`src/rtl/gpio_v2.sv`:
```
// MMIO GPIO controller: pad ownership, direction and output registers, atomic
// set/clear/toggle, synchronised input sampling and sticky edge interrupts.
module gpio_v2 #(
  parameter int unsigned NUM_CH      = 8,
  parameter int unsigned SYNC_STAGES = 2,
  parameter int unsigned ADDR_W      = 7
) (
  input  logic              soc_clk,
  input  logic              rst_n,
  input  logic              gpio_enable,
  input  logic [ADDR_W-1:0] data_addr,
  input  logic [31:0]       data_store,
  output logic [31:0]       data_fetch,
  output logic [NUM_CH-1:0] master_control,
  output logic [NUM_CH-1:0] gpio_oe,
  output logic [NUM_CH-1:0] gpio_output,
  input  logic [NUM_CH-1:0] gpio_inputs,
  output logic              gpio_irq
);

  typedef enum logic [3:0] {
    RegOwn    = 4'h0,
    RegDir    = 4'h1,
    RegOut    = 4'h2,
    RegIn     = 4'h3,
    RegSet    = 4'h4,
    RegClr    = 4'h5,
    RegTgl    = 4'h6,
    RegIrqEn  = 4'h7,
    RegRise   = 4'h8,
    RegFall   = 4'h9,
    RegStatus = 4'hA,
    RegInfo   = 4'hB
  } reg_e;

  localparam logic [2:0]  ArmCount = 3'(SYNC_STAGES + 1);
  localparam logic [31:0] InfoVal  = {16'h0, 8'(SYNC_STAGES), 8'(NUM_CH)};

  logic [NUM_CH-1:0] own_q, own_d;
  logic [NUM_CH-1:0] dir_q, dir_d;
  logic [NUM_CH-1:0] out_q, out_d;
  logic [NUM_CH-1:0] irq_en_q, irq_en_d;
  logic [NUM_CH-1:0] rise_en_q, rise_en_d;
  logic [NUM_CH-1:0] fall_en_q, fall_en_d;
  logic [NUM_CH-1:0] status_q, status_d;
  logic [NUM_CH-1:0] in_prev_q;
  logic [SYNC_STAGES-1:0][NUM_CH-1:0] sync_q;
  logic [2:0]        arm_q;

  logic              is_wr;
  logic              addr_ok;
  logic              wr_en;
  logic              rd_en;
  reg_e              reg_idx;
  logic [NUM_CH-1:0] wdata;
  logic [NUM_CH-1:0] w1c;
  logic [NUM_CH-1:0] in_sync;
  logic [NUM_CH-1:0] rise;
  logic [NUM_CH-1:0] fall;
  logic [NUM_CH-1:0] ev;
  logic              armed;
  logic              unused_store;

  assign is_wr   = data_addr[6];
  assign reg_idx = reg_e'(data_addr[5:2]);
  // Only word-aligned offsets inside the 7-bit window decode.
  assign addr_ok = (data_addr[1:0] == 2'b00) && ((data_addr >> 7) == '0);
  assign wr_en   = gpio_enable && is_wr && addr_ok;
  assign rd_en   = gpio_enable && !is_wr && addr_ok;
  assign wdata   = data_store[NUM_CH-1:0];
  assign unused_store = ^data_store;

  assign in_sync = sync_q[SYNC_STAGES-1];
  assign rise    = in_sync & ~in_prev_q;
  assign fall    = ~in_sync & in_prev_q;
  // Suppress edges until the synchroniser has flushed its reset contents.
  assign armed   = (arm_q == ArmCount);
  assign ev      = armed ? ((rise & rise_en_q) | (fall & fall_en_q)) : '0;

  always_comb begin
    own_d     = own_q;
    dir_d     = dir_q;
    out_d     = out_q;
    irq_en_d  = irq_en_q;
    rise_en_d = rise_en_q;
    fall_en_d = fall_en_q;
    w1c       = '0;
    if (wr_en) begin
      case (reg_idx)
        RegOwn:    own_d     = wdata;
        RegDir:    dir_d     = wdata;
        RegOut:    out_d     = wdata;
        RegSet:    out_d     = out_q | wdata;
        RegClr:    out_d     = out_q & ~wdata;
        RegTgl:    out_d     = out_q ^ wdata;
        RegIrqEn:  irq_en_d  = wdata;
        RegRise:   rise_en_d = wdata;
        RegFall:   fall_en_d = wdata;
        RegStatus: w1c       = wdata;
        default:   ;
      endcase
    end
    // Set after clear so a same-cycle event beats the W1C.
    status_d = (status_q & ~w1c) | ev;
  end

  always_comb begin
    data_fetch = '0;
    if (rd_en) begin
      case (reg_idx)
        RegOwn:    data_fetch = 32'(own_q);
        RegDir:    data_fetch = 32'(dir_q);
        RegOut:    data_fetch = 32'(out_q);
        RegIn:     data_fetch = 32'(in_sync);
        RegIrqEn:  data_fetch = 32'(irq_en_q);
        RegRise:   data_fetch = 32'(rise_en_q);
        RegFall:   data_fetch = 32'(fall_en_q);
        RegStatus: data_fetch = 32'(status_q);
        RegInfo:   data_fetch = InfoVal;
        default:   data_fetch = '0;
      endcase
    end
  end

  always_ff @(posedge soc_clk or negedge rst_n) begin
    if (!rst_n) begin
      own_q     <= '0;
      dir_q     <= '0;
      out_q     <= '0;
      irq_en_q  <= '0;
      rise_en_q <= '0;
      fall_en_q <= '0;
      status_q  <= '0;
      in_prev_q <= '0;
      sync_q    <= '0;
      arm_q     <= '0;
    end else begin
      own_q     <= own_d;
      dir_q     <= dir_d;
      out_q     <= out_d;
      irq_en_q  <= irq_en_d;
      rise_en_q <= rise_en_d;
      fall_en_q <= fall_en_d;
      status_q  <= status_d;
      in_prev_q <= in_sync;
      sync_q    <= {sync_q[SYNC_STAGES-2:0], gpio_inputs};
      if (!armed) begin
        arm_q <= arm_q + 3'd1;
      end
    end
  end

  assign master_control = own_q;
  assign gpio_oe        = dir_q;
  assign gpio_output    = out_q;
  assign gpio_irq       = |(status_q & irq_en_q);

endmodule

```
`config.mk`:
```
export PLATFORM = sky130hd
export DESIGN_NAME = gpio_v2
export DESIGN_NICKNAME = d
export VERILOG_FILES = /design/src/rtl/gpio_v2.sv
export SDC_FILE = /design/constraint.sdc
export NUM_CORES = 1
export LEC_CHECK = 0
export CAP_MARGIN = 20
export CORE_AREA = 5 5 105 107
export CTS_BUF_LIST = sky130_fd_sc_hd__clkbuf_2 sky130_fd_sc_hd__clkbuf_4 sky130_fd_sc_hd__clkbuf_8
export CTS_CLUSTER_DIAMETER = 30
export DETAILED_ROUTE_END_ITERATION = 10
export DIE_AREA = 0 0 110 112
export GPL_TIMING_DRIVEN = 1
export PLACE_DENSITY = 0.74
export SLEW_MARGIN = 20
export SYNTH_ARGS = -nofsm -noshare
export SYNTH_HDL_FRONTEND = slang
export SYNTH_SLANG_ARGS = --single-unit
```
`constraint.sdc`:
```
create_clock -name soc_clk -period 2.37 [get_ports soc_clk]
set_input_delay 0.711 -clock soc_clk [delete_from_list [all_inputs] [get_ports soc_clk]]
set_output_delay 0.711 -clock soc_clk [all_outputs]
set_load 0.03 [all_outputs]
```
==> results of run 1 <==
cell families (layout without fill, tap and decap cells):
| logic type | after synthesis | count (layout) |
|---|---|---|
| AND/OR/NAND/NOR | 98 | 98 |
| AO/OA/AOI/OAI | 84 | 84 |
| adder cells (fa/ha/maj) | 18 | 18 |
| other | 1 | 23 |
| buffers and inverters | 61 | 153 |
| XOR/XNOR | 1 | 1 |
| flip-flops | 83 | 83 |
| multiplexers | 59 | 59 |
final cells by class:
cell class | instances | area share [%]
sequential | 83 | 34.9
inverter | 19 | 1.20
multi-input combinational | 283 | 38.4
timing repair buffer | 118 | 18.8
clock inverter | 5 | 1.43
clock buffer | 11 | 2.44
tap | 136 | 2.86
power groups by stage:
stage | Combinational, mW | Clock, mW | Sequential (mW)
finish | 0.957 | 1.19 | 1.77
global route | 1.03 | 1.25 | 1.79
CTS | 0.945 | 1.19 | 1.77
global placement | 0.896 | 0 | 1.78
detailed placement | 0.928 | 0 | 1.79
floorplan | 0.472 | 0 | 1.84
worst max-delay path: cells and delay by family:
family	cells	cell delay [ns]
and+or+nand+nor	1	0.16
AOI/OAI and AO/OA	3	0.58
buffers and inverters	4	0.56
layer usage:
| metal | global-route usage (%) | up-vias |
|---|---|---|
| li1 | - | 1631 |
| met3 | 4.81 | 44 |
| met2 | 34.2 | 165 |
| met4 | 8.23 | 0 |
| met1 | 26.9 | 1804 |
| met5 | 0 | - |
stage by stage:
step	cells	power, mW	TNS [ns]	utilization [%]
after floorplan	427	2.31	-1.15	-
after global placement	635	2.68	-12.10	55.4
after detailed placement	635	2.72	-14.07	55.4
after CTS	655	3.90	-2.79	58.9
after global routing	655	4.07	-3.00	59.2
final	655	3.92	-2.78	59.2
Yosys cell counts (all sizes together), types with 5 or more instances:
cell,n,area [sq um]
a21oi,11,66.3
a22o,8,70.1
a22oi,9,67.6
buf,38,275
dfrtp,83,2080
ha,18,225
inv,19,71.3
mux2,41,462
mux2i,18,180
nand2,24,100
nand2b,15,93.8
nand3b,11,82.6
nor2,9,41.3
nor2b,9,56.3
nor3,9,61.3
nor4,6,67.6
o21ai,21,105
o22ai,9,56.3
o31a,5,43.8
flip-flops by register name, summed over array words and instances, names as in the netlist:
register,count
irq_en_q,8
gpio_oe,8
arm_q,3
sync_q,8
rise_en_q,8
gpio_output,8
master_control,8
status_q,8
in_sync,8
fall_en_q,8
in_prev_q,8
path summary, 6_finish.rpt:
check,startpoint,depth (start not counted),slack (ns),end
setup / recovery,data_addr[3],8,-0.35,data_fetch[7]
hold / removal,rst_n,1,0.28,arm_q[1]
setup reg to reg,arm_q[0],3,0.83,arm_q[1]
hold reg to reg,sync_q[7],0,0.35,in_sync[7]
max in group asynchronous,rst_n,2,1.48,status_q[1]
min in group soc_clk,sync_q[7],0,0.35,in_sync[7]
what timing repair did:
| item | 4_1_cts | 5_1_grt |
|---|---|---|
| endpoints found under the setup margin | 10 | 9 |
| buffers inserted | 4 | 1 |
| pin swaps | 7 | 8 |
| gates resized for setup | 61 | 14 |
| hold buffers | 0 | 0 |
==> metrics.txt, run 1 <==
achievable frequency 367 MHz; Logic pwr share 24.4%; failing checks setup timing; routed wire length 12400 microns; GRT Util Overall 21.0%; Vias/cell 5.56; Crit path required time 1.66 ns; post-synthesis mux area share 14.2%; Synth cell types 56; Reg area 2080 sq um; cell count after synthesis 405; Hold Fails Final Rpt 0; adder-cell share of the synthesized area 4.98%; num rows 37; initial core utilization 45.0%; main flop type after synthesis dfrtp_1; DRC viols 0; status finished with violations; switch share 32.0%; final setup margin -0.355 ns; CP max FO 5; DR pass1 iterations 5; CTS root buffer clkbuf_8; Pleak 2.72 nW; fin crit share 115%; endpoints failing setup 9; Seq cells post-synth 83; largest net degree at the start of global routing 54; Min-Delay Path Class input port to async pin; internal power 2.67 mW; Ports 107; worst vdd ir 523 uV; WL met1 5240 microns; vias in the first global route 3887; Reg power frac 45.2%; WL/cell 18.9 microns; DR iter-0 viols 307; CP peak stage delay 0.27 ns; fin crit period 2.72 ns; DIE AREA 12300 sq um; area occupied by multi-input gates 2280 sq um; Port Buffers 59; cell area after synthesis 4520 sq um; syn_area_per_cell 11.2 sq um; CTS H-tree depth 3; RePlAce Congestion 0.876; main combinational cell family by area after synthesis multiplexers; Die X 110 microns; RSZ-0062 raised after global routing true; max_cap viols 0; slowest CP cell o211a_1; Die Ht 112 microns; Seq/Total Area, Yosys 45.9%; synth warn 0; Area Overhead vs Synth 31.5%; placed cell area 5560 sq um; DR vias 3644; clock buffer depth 2; Max Used Layer met4; hold_ws 0.279 ns; relative slew slack 62.5%; CP startpoint kind input port; most common cell after layout, fill and taps aside dfrtp_1; Reg clk slew, reported paths 0.08 ns; fin area 5950 sq um; Post-DRT Antenna Nets 0; critical path class input port to primary output; Arr. time, crit path 2.01 ns; total global routing overflow 0; Post-synth ARST share 100%; most frequent cells in the layout dfrtp_1 (83), buf_4 (48), clkdlybuf4s50_1 (40); clk_skew 0.00811 ns; NetSw 1.25 mW; NumNets Final 582; fraction of the mapped netlist area in simple logic gates 13.8%; post-synthesis xor/xnor area fraction 0.194%; first-pass GRT wire length 20100 microns; number of synthesized flops with an enable pin 0; Post-DP HPWL 8960 microns; clock network fraction of total power 30.4%; pre-CTS setup slack -0.783 ns; ratio of cells with drive above 1 in the final layout 32.4%; WL met2 5900 microns; Synth Area in Compound Gates 12.8%; clk_lat worst skew 0.37 ns; CTS tree yes; pwr dens 659 nW/um^2; Sink Count 83; fillcell total 811; Worst-Margin Slew 0.563 ns; core area 10000 sq um; Critical Path End Type primary output; Slew Limit Fails 0; metal3 WL 871 microns; Inserted Clock Buffers 9; antenna cells 0; CP cell instances buf_4, buf_4, nor2b_2, buf_6, a22oi_1, o21ai_0, o211a_1, buf_6; initial antenna violation count 0
Note: power is estimated with default switching activity, not from simulation.
==> run 2, diff against run 1 <==
- MAX_ROUTING_LAYER: not set -> met4
==> metrics.txt, run 2 (synthesis results as in run 1) <==
status finished with violations; failing checks setup timing; pwr dens 643 nW/um^2 (-2.5%); Critical Path End Type primary output; placed cell area 5560 sq um (-0.14%); Die Ht 112 microns (unchanged); clk_lat worst skew 0.36 ns (about the same); fin area 5950 sq um (about the same); first-pass GRT wire length 19900 microns (-1.1%); relative slew slack 62.0% (-0.50 points); Pleak 2.75 nW (+0.90%); hold buffers post-CTS 0 (unchanged); GRT Util Overall 21.5% (+0.48 points); internal power 2.62 mW (-1.8%); reg2reg start gpio_output[4]; DR pass1 iterations 5 (unchanged); max_cap viols 0 (unchanged); clk_skew 0.00639 ns (-0.00171 ns); Post-DRT Antenna Nets 0 (unchanged); fin crit period 2.71 ns (-0.0191 ns); initial antenna violation count 0 (unchanged); Port Buffers 59 (unchanged); critical path class input port to primary output; Placed Cells 634 (-0.16%); CTS H-tree depth 3 (unchanged); endpoints failing setup 9 (unchanged); Inserted Clock Buffers 9 (unchanged); RePlAce Congestion 0.879 (+0.35%); clock buffer depth 2 (unchanged); Worst-Margin Slew 0.571 ns (+0.00757 ns); antenna cells 0 (unchanged); Area Overhead vs Synth 31.6% (about the same); num rows 37 (unchanged); worst vdd ir 413 uV (-21%); DR vias 3636 (-0.22%); NetSw 1.21 mW (-3.7%); Arr. time, crit path 1.99 ns (-0.02 ns); achievable frequency 370 MHz (+0.71%); core area 10000 sq um (unchanged); Util after Layout 59.2% (about the same); DR iter-0 viols 346 (+13%); RSZ-0062 raised after global routing true; Logic pwr share 25.1% (+0.7 points); worst flop-to-flop path endpoint gpio_output[4]; CP startpoint kind input port; CTS tree yes; clock network fraction of total power 28.6% (-1.8 points); Reg2Reg Depth 6 (+3); DRC viols 0 (unchanged); r2r setup slk 0.82 ns (about the same); total global routing overflow 0 (unchanged); Reg power frac 46.3% (+1.1 points); fin crit share 114% (-0.81 points); Vias/cell 5.53 (-0.52%); DIE AREA 12300 sq um (unchanged); NumNets Final 584 (+0.34%); vias in the first global route 3620 (-6.9%); routed wire length 12300 microns (-0.94%); Min-Delay Path Class input port to async pin; final std cells w/o fill 657 (+0.31%); Reg clk slew, reported paths 0.08 ns (about the same); Die X 110 microns (unchanged); most common cell after layout, fill and taps aside dfrtp_1; CP max FO 7 (+2); Sink Count 83 (unchanged); initial core utilization 45.0% (unchanged); Hold Fails Final Rpt 0 (unchanged); Crit path required time 1.66 ns (about the same); Worst Setup SP data_addr[1]; CTS root buffer clkbuf_8; Post-DP HPWL 8790 microns (-1.9%); switch share 31.6% (-0.42 points); Slew Limit Fails 0 (unchanged); ratio of cells with drive above 1 in the final layout 31.3% (-1.1 points); Ports 107 (unchanged); most frequent cells in the layout dfrtp_1 (83), buf_4 (47), clkdlybuf4s50_1 (40); final setup margin -0.336 ns (+0.0191 ns); WL/cell 18.7 microns (-1.2%); largest net degree at the start of global routing 54 (unchanged)
run 2: final cells by class:
type	instances	area, sq um
clock buffer	13	173
timing repair buffer	120	1170
tap	136	170
inverter	19	71.3
multi-input combinational	283	2250
sequential	83	2080
fill	813	4090
clock inverter	3	43.8
run 2: routing by layer:
| metal | share of wire (%) | vias to the layer above | routed length, microns | GRT usage (%) |
|---|---|---|---|---|
| met3 | 7.3 | 17 | 897 | 4.29 |
| li1 | - | 1631 | - | - |
| met2 | 49 | 162 | 5990 | 31.6 |
| met5 | 0 | - | 0 | - |
| met4 | 1.4 | 0 | 172 | 6.48 |
| met1 | 43 | 1826 | 5220 | 30.1 |
run 2: power groups by stage:
| stage | Combinational [mW] | Sequential, mW | Clock (mW) |
|---|---|---|---|
| after CTS | 0.937 | 1.76 | 1.12 |
| after floorplan | 0.472 | 1.84 | 0 |
| after global routing | 1.04 | 1.78 | 1.18 |
| after global placement | 0.897 | 1.78 | 0 |
| after detailed placement | 0.927 | 1.78 | 0 |
| final | 0.960 | 1.77 | 1.10 |
run 2: worst max-delay path by stage:
stage | to | slack, ns
6_report | data_fetch[7] | -0.34
5_1_grt | data_fetch[7] | -0.39
4_1_cts | data_fetch[5] | -0.33
3_5_place_dp | data_fetch[2] | -0.80
3_3_place_gp | data_fetch[2] | -0.74
2_1_floorplan | data_fetch[5] | -0.15
run 2: what timing repair did:
action                                  CTS  global route
buffers inserted                          2             4
pin swaps                                 4             3
gates cloned                              0             1
endpoints found under the setup margin   10            10
gates resized for setup                  62            10
run 2: metrics by stage:
step                setup TNS (ns)  setup slack (ns)  power [mW]  hold WS [ns]
floorplan                    -1.15            -0.148        2.31         0.331
CTS                          -2.77            -0.329        3.81         0.292
finish                       -2.73            -0.336        3.83         0.286
detailed placement          -15.96            -0.802        2.71         0.335
global route                 -3.22            -0.391        4.00         0.307
global placement            -12.08            -0.744        2.68         0.332
run 2: critical path, stage by stage:
cell,delay (ns)
buf_6,0.09
or4b_4,0.56
a21oi_4,0.17
buf_12,0.14
o211a_1,0.18
buf_6,0.14
